### src/rtl/display_serializer_if.sv
`default_nettype none
//==============================================================================
// display_serializer_if: digit/control inputs and serial display outputs.
// Rev 1.0
//==============================================================================
interface display_serializer_if #(
    parameter int NUM_DIGITS = 4
);
    logic [4*NUM_DIGITS-1:0] bcd_in;
    logic [NUM_DIGITS-1:0]   dp_in;
    logic                    blank_en;
    logic                    start;
    logic                    auto_refresh;
    logic                    sdata;
    logic                    sclk;
    logic                    latch;
    logic                    busy;
    logic                    frame_done;

    modport master (
        output bcd_in, dp_in, blank_en, start, auto_refresh,
        input  sdata, sclk, latch, busy, frame_done
    );

    modport slave (
        input  bcd_in, dp_in, blank_en, start, auto_refresh,
        output sdata, sclk, latch, busy, frame_done
    );
endinterface
`default_nettype wire

### src/rtl/display_serializer.sv
`default_nettype none
//==============================================================================
// display_serializer: BCD digits to 7-segment frame, shifted out over sdata/sclk/latch.
// Rev 1.0
//==============================================================================
module display_serializer #(
    parameter int NUM_DIGITS  = 4,
    parameter int CLK_DIV     = 50,
    parameter int LSB_FIRST   = 1,
    parameter int GAP_PERIODS = 1
) (
    input  logic                 clk,
    input  logic                 rst,
    display_serializer_if.slave  bus
);
    localparam int c_frame_bits = 8 * NUM_DIGITS;
    localparam int c_gap_cycles = GAP_PERIODS * 2 * CLK_DIV;
    localparam int c_div_max    = (c_gap_cycles > 2 * CLK_DIV) ? c_gap_cycles : 2 * CLK_DIV;
    localparam int c_div_w      = $clog2(c_div_max);
    localparam int c_bit_w      = $clog2(c_frame_bits);

    localparam logic [c_div_w-1:0] c_half         = c_div_w'(CLK_DIV);
    localparam logic [c_div_w-1:0] c_half_last    = c_div_w'(CLK_DIV - 1);
    localparam logic [c_div_w-1:0] c_bit_div_last = c_div_w'(2 * CLK_DIV - 1);
    localparam logic [c_div_w-1:0] c_gap_last     = c_div_w'((c_gap_cycles > 0) ? c_gap_cycles - 1 : 0);
    localparam logic [c_bit_w-1:0] c_bit_last     = c_bit_w'(c_frame_bits - 1);

    typedef enum logic [2:0] {
        S_IDLE  = 3'd0,
        S_LOAD  = 3'd1,
        S_SHIFT = 3'd2,
        S_LATCH = 3'd3,
        S_GAP   = 3'd4
    } state_t;

    state_t                    r_state;
    logic [c_div_w-1:0]        r_div;
    logic [c_bit_w-1:0]        r_bit;
    logic [c_frame_bits-1:0]   r_shift;
    logic                      r_sdata;
    logic                      r_sclk;
    logic                      r_latch;
    logic                      r_busy;
    logic                      r_frame_done;

    state_t                    w_next_state;
    logic [c_div_w-1:0]        w_next_div;
    logic [c_bit_w-1:0]        w_next_bit;
    logic [c_frame_bits-1:0]   w_next_shift;
    logic [c_frame_bits-1:0]   w_shift_adv;
    logic [c_frame_bits-1:0]   w_frame;
    logic [3:0]                w_digit;
    logic [7:0]                w_seg;
    logic                      w_lead;
    logic                      w_head;
    logic                      w_sdata_nxt;
    logic                      w_sclk_nxt;
    logic                      w_latch_nxt;
    logic                      w_busy_nxt;
    logic                      w_frame_done_nxt;

    // Segment order a,b,c,d,e,f,g,dp from bit 7 down; non-BCD codes show a dash.
    function automatic logic [7:0] seg_lut(input logic [3:0] d);
        case (d)
            4'd0:    seg_lut = 8'hFC;
            4'd1:    seg_lut = 8'h60;
            4'd2:    seg_lut = 8'hDA;
            4'd3:    seg_lut = 8'hF2;
            4'd4:    seg_lut = 8'h66;
            4'd5:    seg_lut = 8'hB6;
            4'd6:    seg_lut = 8'hBE;
            4'd7:    seg_lut = 8'hE0;
            4'd8:    seg_lut = 8'hFE;
            4'd9:    seg_lut = 8'hF6;
            default: seg_lut = 8'h02;
        endcase
    endfunction

    // Blanking runs from the top digit down and stops at the first nonzero nibble.
    always_comb begin
        w_frame = '0;
        w_digit = '0;
        w_seg   = '0;
        w_lead  = bus.blank_en;
        for (int i = NUM_DIGITS - 1; i >= 0; i--) begin
            w_digit = bus.bcd_in[4*i +: 4];
            w_seg   = seg_lut(w_digit);
            if (w_lead && (i != 0) && (w_digit == 4'd0)) begin
                w_seg = 8'h00;
            end else begin
                w_lead = 1'b0;
            end
            w_seg[0] = w_seg[0] | bus.dp_in[i];
            w_frame[8*i +: 8] = w_seg;
        end
    end

    assign w_shift_adv = (LSB_FIRST != 0) ? {1'b0, r_shift[c_frame_bits-1:1]}
                                          : {r_shift[c_frame_bits-2:0], 1'b0};

    always_comb begin
        w_next_state = r_state;
        w_next_div   = r_div;
        w_next_bit   = r_bit;
        w_next_shift = r_shift;
        case (r_state)
            S_IDLE: begin
                if (bus.start || bus.auto_refresh) w_next_state = S_LOAD;
            end
            S_LOAD: begin
                w_next_shift = w_frame;
                w_next_div   = '0;
                w_next_bit   = '0;
                w_next_state = S_SHIFT;
            end
            S_SHIFT: begin
                if (r_div == c_bit_div_last) begin
                    w_next_div = '0;
                    if (r_bit == c_bit_last) begin
                        w_next_state = S_LATCH;
                    end else begin
                        w_next_bit   = r_bit + 1'b1;
                        w_next_shift = w_shift_adv;
                    end
                end else begin
                    w_next_div = r_div + 1'b1;
                end
            end
            S_LATCH: begin
                if (r_div == c_half_last) begin
                    w_next_div = '0;
                    if (bus.auto_refresh && (GAP_PERIODS > 0)) w_next_state = S_GAP;
                    else if (bus.auto_refresh)                 w_next_state = S_LOAD;
                    else                                       w_next_state = S_IDLE;
                end else begin
                    w_next_div = r_div + 1'b1;
                end
            end
            S_GAP: begin
                if (r_div == c_gap_last) begin
                    w_next_div   = '0;
                    w_next_state = bus.auto_refresh ? S_LOAD : S_IDLE;
                end else begin
                    w_next_div = r_div + 1'b1;
                end
            end
            default: w_next_state = S_IDLE;
        endcase

        // Outputs are decoded from next-state values so the pins come straight from flops.
        w_head           = (LSB_FIRST != 0) ? w_next_shift[0] : w_next_shift[c_frame_bits-1];
        w_sdata_nxt      = (w_next_state == S_SHIFT) && w_head;
        w_sclk_nxt       = (w_next_state == S_SHIFT) && (w_next_div >= c_half);
        w_latch_nxt      = (w_next_state == S_LATCH);
        w_busy_nxt       = (w_next_state != S_IDLE);
        w_frame_done_nxt = (w_next_state == S_LATCH) && (w_next_div == c_half_last);
    end

    always_ff @(posedge clk or negedge rst) begin
        if (!rst) begin
            r_state      <= S_IDLE;
            r_div        <= '0;
            r_bit        <= '0;
            r_shift      <= '0;
            r_sdata      <= 1'b0;
            r_sclk       <= 1'b0;
            r_latch      <= 1'b0;
            r_busy       <= 1'b0;
            r_frame_done <= 1'b0;
        end else begin
            r_state      <= w_next_state;
            r_div        <= w_next_div;
            r_bit        <= w_next_bit;
            r_shift      <= w_next_shift;
            r_sdata      <= w_sdata_nxt;
            r_sclk       <= w_sclk_nxt;
            r_latch      <= w_latch_nxt;
            r_busy       <= w_busy_nxt;
            r_frame_done <= w_frame_done_nxt;
        end
    end

    assign bus.sdata      = r_sdata;
    assign bus.sclk       = r_sclk;
    assign bus.latch      = r_latch;
    assign bus.busy       = r_busy;
    assign bus.frame_done = r_frame_done;
endmodule
`default_nettype wire

### src/flat_wrapper.sv
// flat-port wrapper written by rule: the top's interface ports become plain ports
module display_serializer_flat 
#(
    parameter int NUM_DIGITS  = 4,
    parameter int CLK_DIV     = 50,
    parameter int LSB_FIRST   = 1,
    parameter int GAP_PERIODS = 1
)
  (clk, rst, bus_bcd_in, bus_dp_in, bus_blank_en, bus_start, bus_auto_refresh, bus_sdata, bus_sclk, bus_latch, bus_busy, bus_frame_done);
  display_serializer_if #(.NUM_DIGITS(NUM_DIGITS)) bus_i ();
  input  logic clk;
  input  logic rst;
  input wire logic [$bits(bus_i.bcd_in)-1:0] bus_bcd_in;
  input wire logic [$bits(bus_i.dp_in)-1:0] bus_dp_in;
  input wire logic [$bits(bus_i.blank_en)-1:0] bus_blank_en;
  input wire logic [$bits(bus_i.start)-1:0] bus_start;
  input wire logic [$bits(bus_i.auto_refresh)-1:0] bus_auto_refresh;
  output wire logic [$bits(bus_i.sdata)-1:0] bus_sdata;
  output wire logic [$bits(bus_i.sclk)-1:0] bus_sclk;
  output wire logic [$bits(bus_i.latch)-1:0] bus_latch;
  output wire logic [$bits(bus_i.busy)-1:0] bus_busy;
  output wire logic [$bits(bus_i.frame_done)-1:0] bus_frame_done;
  assign bus_i.bcd_in = bus_bcd_in;
  assign bus_i.dp_in = bus_dp_in;
  assign bus_i.blank_en = bus_blank_en;
  assign bus_i.start = bus_start;
  assign bus_i.auto_refresh = bus_auto_refresh;
  assign bus_sdata = bus_i.sdata;
  assign bus_sclk = bus_i.sclk;
  assign bus_latch = bus_i.latch;
  assign bus_busy = bus_i.busy;
  assign bus_frame_done = bus_i.frame_done;
  display_serializer #(.NUM_DIGITS(NUM_DIGITS), .CLK_DIV(CLK_DIV), .LSB_FIRST(LSB_FIRST), .GAP_PERIODS(GAP_PERIODS)) u_core (.clk(clk), .rst(rst), .bus(bus_i));
endmodule
### config.mk
export PLATFORM = sky130hd
export DESIGN_NAME = display_serializer_flat
export DESIGN_NICKNAME = d
export VERILOG_FILES = /design/src/rtl/display_serializer_if.sv /design/src/rtl/display_serializer.sv /design/src/flat_wrapper.sv
export SDC_FILE = /design/constraint.sdc
export NUM_CORES = 1
export LEC_CHECK = 0
export ABC_AREA = 1
export CAP_MARGIN = 20
export CORE_MARGIN = 1
export CORE_UTILIZATION = 40
export CTS_BUF_LIST = sky130_fd_sc_hd__clkbuf_4
export DETAILED_ROUTE_END_ITERATION = 10
export GPL_ROUTABILITY_DRIVEN = 0
export PLACE_DENSITY_LB_ADDON = 0.05
export SLEW_MARGIN = 20
export SYNTH_ARGS = -nofsm -noshare
export SYNTH_HDL_FRONTEND = slang
export SYNTH_SLANG_ARGS = --single-unit
### constraint.sdc
create_clock -name clk -period 3.2 [get_ports clk]
set_input_delay 0.64 -clock clk [delete_from_list [all_inputs] [get_ports clk]]
set_output_delay 0.64 -clock clk [all_outputs]
set_load 0.02 [all_outputs]
== Yosys cells after proc, flatten, opt, wreduce, memory -nomap -nowiden ==
Memories as Yosys holds them, arrays and structs flattened.
Index checks and enable logic that the tools add are counted.
W data, S select, Z words.

* Bits in read-only memories: 448
* Word-level logic and storage cells: 70
* Memories kept: 4
* Register bits: 52
* Input port bits: 25
* Output and inout bits: 5

* $add $sub $neg: 2
* $lt $le $gt $ge: 1
* Reductions and logical operators: 15
* Multiplexer cells: 22
* Bitwise gates (word level): 4
* Equal/unequal tests: 12

{| class="wikitable"
|+ Memory list
! memory !! words !! width !! rd ports !! clocked after Yosys merged registers in !! write ports !! RTL line !! text
|-
| (no name shown) || 16 || 7 || 1 || 0 || 0 || display_serializer.sv:64 || <nowiki>case (d)</nowiki>
|-
| (no name shown) || 16 || 7 || 1 || 0 || 0 || display_serializer.sv:64 ||
|-
| (no name shown) || 16 || 7 || 1 || 0 || 0 || display_serializer.sv:64 ||
|-
| (no name shown) || 16 || 7 || 1 || 0 || 0 || display_serializer.sv:64 ||
|}

{| class="wikitable"
|+ Operator list
! cell !! count
|-
| $mux W32 || 2
|-
| $pmux W32 S2 || 1
|-
| $mux W8 || 3
|-
| $pmux W7 S3 || 1
|-
| $mux W3 || 6
|-
| $pmux W3 S5 || 1
|-
| $eq A7 B6 Y1 const B || 2
|-
| $mux W7 || 2
|-
| $eq A3 B2 Y1 const B || 4
|-
| $logic_not A4 Y1 || 3
|-
| $mux W5 || 2
|-
| $pmux W5 S2 || 1
|-
| $add A7 B1 Y7 const B || 1
|-
| $eq A7 B7 Y1 const B || 1
|-
| $ge A7 B6 Y1 const B || 1
|-
| $logic_and A1 B1 Y1 || 6
|-
| $add A5 B1 Y5 const B || 1
|-
| $eq A5 B5 Y1 const B || 1
|-
| $eq A3 B1 Y1 const B || 1
|-
| $eq A3 B3 Y1 const B || 1
|-
| $logic_not A3 Y1 || 1
|-
| $mux W1 || 3
|-
| $or A1 B1 Y1 || 3
|-
| $reduce_and A3 Y1 || 1
|-
| other kinds (7) || 7
|}

== Logic depth before layout (Yosys ltp) ==
* Depth in word-level cells: 10
* Depth in mapped cells: 12

== Worst setup path after synthesis ==
OpenSTA, ideal clock, no wires.

* Kind: input -> register
* From: input bus_bcd_in[12]
* To: register u_core.r_shift[10]
* Path buffers: 0
* Slack: 1.256 ns
* Stages: 9
* Required time: 3.070 ns
* Arrival time: 1.814 ns
* Cells stage by stage: inv_1 > ha_1 > nand2_1 > nor3_4 > nand2_1 > nor2_1 > nand3_1 > nand2_1 > o211ai_1

* Cells in the longest elaborated chain, start to end: 8

{| class="wikitable"
|+ RTL lines
! element !! RTL line !! text
|-
| from (decl) || flat_wrapper.sv:13 || <nowiki>input wire logic [$bits(bus_i.bcd_in)-1:0] bus_bcd_in;</nowiki>
|-
| $logic_not A4 Y1 * || display_serializer.sv:88 || <nowiki>if (w_lead && (i != 0) && (w_digit == 4'd0)) begin</nowiki>
|-
| $logic_and A1 B1 Y1 * || display_serializer.sv:88 ||
|-
| $mux W1 * || display_serializer.sv:88 ||
|-
| $logic_and A1 B1 Y1 || display_serializer.sv:88 ||
|-
| $mux W1 * || display_serializer.sv:88 ||
|-
| $logic_and A1 B1 Y1 * || display_serializer.sv:88 ||
|-
| $mux W8 * || display_serializer.sv:88 ||
|-
| $pmux W32 S2 * || display_serializer.sv:106 || <nowiki>case (r_state)</nowiki>
|-
| to (signal assigned) || display_serializer.sv:174 || <nowiki>r_shift <= w_next_shift;</nowiki>
|-
| to (decl) || display_serializer.sv:39 || <nowiki>logic [c_frame_bits-1:0] r_shift;</nowiki>
|}

Every way passes the cells marked *; elsewhere a longest branch is shown, timed or not.
A chain may end at the register's enable or synchronous reset.

== Worst setup path in the final report ==
* From: input bus_bcd_in[13]
* To: register u_core.r_shift[14]

Same word-level chain as after synthesis.

==> results.txt <==
----------------------------------------------------
[Floorplan]
  Top-level port count ... 30
  Horizontal die dimension ... a little over 90 um
  Total number of placement rows ... 32
  Core area ... 7850 um^2
  Initial Util ... 42.1%
  Area of the die ... 8630 um^2
  Height of the die ... ~93 um

[Placed design]
  Placed Cells ... 541
  Pre-CTS setup slack ... 0.444 ns
  Detailed placer's ending HPWL ... 5050 um
  Input/output buffers ... 29

[Clocking]
  Worst-Skew Late Latency ... 0.39 ns
  Post-cts hold buffer count ... 0
  H-Tree Depth ... 2
  Post-cts repair resize count ... 0
  Total clock sinks ... 52
  Clk slew on worst S/H paths ... 0.16 ns
  Number of setup buffers added after CTS ... 0
  Inserted Clock Buffers ... 5
  CTS tree ... yes
  Maximum clock path buffer count ... 2
  Clock Root Buffer ... clkbuf_4

[Global routing]
  Global-route track usage on met2 ... 27.1%
  Vias in the first global route ... ~2600
  Met3 Usage GRT ... 3.12%
  Maximum number of pins on one net before global-route repair ... 39
  Most crowded layer after global routing ... met2
  Sum of overflow across all layers after global routing ... 0
  Wire length of the first global-routing pass ... between 10000 and 15000 um
  Met1 capacity usage during global routing ... 24.1%
  Initial antenna violation count ... 0
  All-layer global routing usage ... between 10% and 20%

[Synth]
  Primary flip-flop cell chosen by synthesis mapping ... dfrtp_1
  Synth Cell Area ... about 3300 um^2
  Cell accounting for the most synthesized area ... dfrtp_1
  Number of synthesized flops with an enable pin ... 0
  Post-Syn Nets ... 466
  Cells after synthesis ... around 410
  Leading post-synthesis cells by cell area ... dfrtp_1 39%, nand2_1 14%, ha_1 10%
  Seq/Total Area, Yosys ... 39.4%
  Seq cells post-synth ... 52
  Syn. warnings ... 0
  Synthesized area divided by synthesized cell count ... 7.98 um^2
  Cell variety after synth ... 39
  Post-synth top area share ... 39.4%
  Fraction of registers with async set or reset after synthesis ... 100%

[Pwr]
  Maximum ir drop on the vdd rail ... roughly 250 uV
  Power per unit of standard cell area ... 665 nW/um^2
  Static leakage ... roughly 1.9 nW

[Timing]
  Slew at the pin closest to its max-slew limit ... 0.527 ns
  Tcrit/Tclk final ... 73.1%
  Post-route worst setup slack ... 0.861 ns
  Final Max Tran Viols ... 0
  Final-report setup violation count ... 0
  Setup clock skew after layout ... 0.0178 ns
  Unrepaired setup endpoints after global routing ... no
  Total Negative Setup Slacks ... 0 ns
  Final Hold Violating Endpoints ... 0
  Final min period ... 2.34 ns
  Relative slew margins ... 64.8%
  Maximum clock frequency ... about 0.43 GHz

[Min path]
  Class of the tightest hold or removal check ... in2async

[Routing]
  Routed wire per std cell ... around 12 um
  Number of remaining DRC errors ... 0
  First-pass DRT Iterations ... 4
  Detailed-route vias per instance ... 4.92
  Number of design-rule violations left by the first detailed-router iteration ... 104
  Vias ... roughly 2700
  Routed WL ... 6710 um
  Remaining antenna violation count after routing ... 0

[Cells and area]
  Most common library cell in the layout ignoring fill and taps ... nand2_1
  Syn-to-layout area delta ... 13.9%
  Post-layout nets ... roughly 500
  Number of standard cells in the layout, taps in and fillers out ... 549
  Diode count ... 0
  Layout cells sized above 1 ... under 10%
  Highest-count cells in the layout ignoring fill and taps ... 125 x nand2_1, 52 x dfrtp_1, 51 x nand3_1

[Critical path]
  Path type of the worst setup path ... in2reg
  CP arrival ... 2.61 ns
  WP data required ... 3.47 ns
  Endpoint kind of the worst setup timing path ... register
  CP max-delay cell ... clkdlybuf4s50_1
  Worst flop-to-flop path startpoint ... u_core.r_bit[0]$_DFFE_PN0P_
  Maximum single-stage delay on the critical path ... 0.49 ns
  Buffers plus inverters on the worst setup path ... 2
  Startpoint type of the worst setup path ... input pin
  R2R setup slack ... 1.07 ns
  Crit path top cell by count ... nand2_1
  Destination of the worst register-to-register timing path ... u_core.bus.sdata$_DFF_PN0_
  Reg2Reg Depth ... 9
  Crit path cell chain ... clkdlybuf4s50_1 > inv_1 > ha_1 > nand2_1 > nor3_4 > nand2_1 > nor2_1 > nand3_1 > nand2_1 > o211ai_1
  Max Fanout on Critical Path ... 5
  CP top delay family ... simple AND/OR/NAND/NOR gates

[Status]
  Result of the run ... complete, no violations

[Job]
  Max capacitance violation total ... 0

----------------------------------------------------
-- worst max-delay path by stage --
stage                              start                              to  slack (ns)  cells after the start
after global routing      bus_bcd_in[13]  u_core.r_shift[14]$_DFFE_PN0P_        0.68                     10
after CTS                 bus_bcd_in[13]  u_core.r_shift[14]$_DFFE_PN0P_        0.87                     10
after detailed placement  bus_bcd_in[13]  u_core.r_shift[14]$_DFFE_PN0P_        0.44                     10
after global placement    bus_bcd_in[13]  u_core.r_shift[10]$_DFFE_PN0P_        0.55                     10
after floorplan           bus_bcd_in[12]  u_core.r_shift[10]$_DFFE_PN0P_        1.26                      9
final                     bus_bcd_in[13]  u_core.r_shift[14]$_DFFE_PN0P_        0.86                     10
-- sequential cells by signal, summed over array words and instances (netlist names) --
| register | count |
|---|---|
| u_core.r_state | 3 |
| u_core.r_div | 7 |
| u_core.bus.latch | 1 |
| u_core.r_bit | 5 |
| u_core.bus.sdata | 1 |
| u_core.bus.frame_done | 1 |
| u_core.bus.sclk | 1 |
| u_core.r_shift | 32 |
| u_core.bus.busy | 1 |
-- cell type report --
class                   count  area, um^2
clock inverters             2        35.0
repair buffers             34         323
fillers                   813        4090
well taps                 102         128
multi-input cells         301        1740
flip-flops and latches     52        1300
inverters                  52         195
clock buffers               6        45.0
-- worst register-to-register path: cells and delay by family (launching register included) --
family                     cells  cell delay [ns]
adders and majority gates      2             0.46
buffers and inverters          1             0.22
DFF                            1             0.43
and+or+nand+nor                6             0.97
-- metal layers --
layer | wire [um] | part of all wire (%)
met5 | 0 | 0
met2 | 3020 | 45
met4 | 94 | 1.4
met1 | 3410 | 51
met3 | 183 | 2.7
-- stage by stage --
step           total power, mW  hold WS [ns]  util (%)  instance area, um^2
4_1_cts                   2.54         0.171      47.9                 3760
2_1_floorplan             1.89         0.344         -                 3300
6_report                  2.50         0.165      47.9                 3760
3_5_place_dp              2.14         0.470      46.9                 3680
5_1_grt                   2.75         0.177      47.9                 3760
3_3_place_gp              2.13         0.467      46.9                 3680
-- Yosys cell counts, types with 2 or more instances --
cell type,instances
nor3_2,3
nor3_4,3
o21ai_0,11
or2_2,4
o211ai_1,10
a21oi_1,8
nor2_4,2
nand2_1,125
o21ai_1,2
dfrtp_1,52
inv_1,49
nand3_2,2
nand3_1,51
o22ai_1,2
ha_1,27
nor2_1,23
inv_2,2
buf_6,4
nand2_2,3
nand3_4,2
buf_2,4
nor2_2,3
nand4_1,5
a22o_1,2
-- logic make-up after synthesis --
logic type / Yosys count / synth area share (%)
XOR/XNOR: 1 / 0.265
AND/OR/NAND/NOR: 231 / 34.0
flip-flops: 52 / 39.4
AO/OA/AOI/OAI: 42 / 8.03
buffers and inverters: 61 / 8.10
adder cells (fa/ha/maj): 27 / 10.2
-- power by group --
part	total (mW)	switching, mW	internal [mW]
clock	0.391	0.218	0.173
combinational	1.09	0.697	0.397
sequential	1.02	0.144	0.873
(Power assumes the default switching activity.)
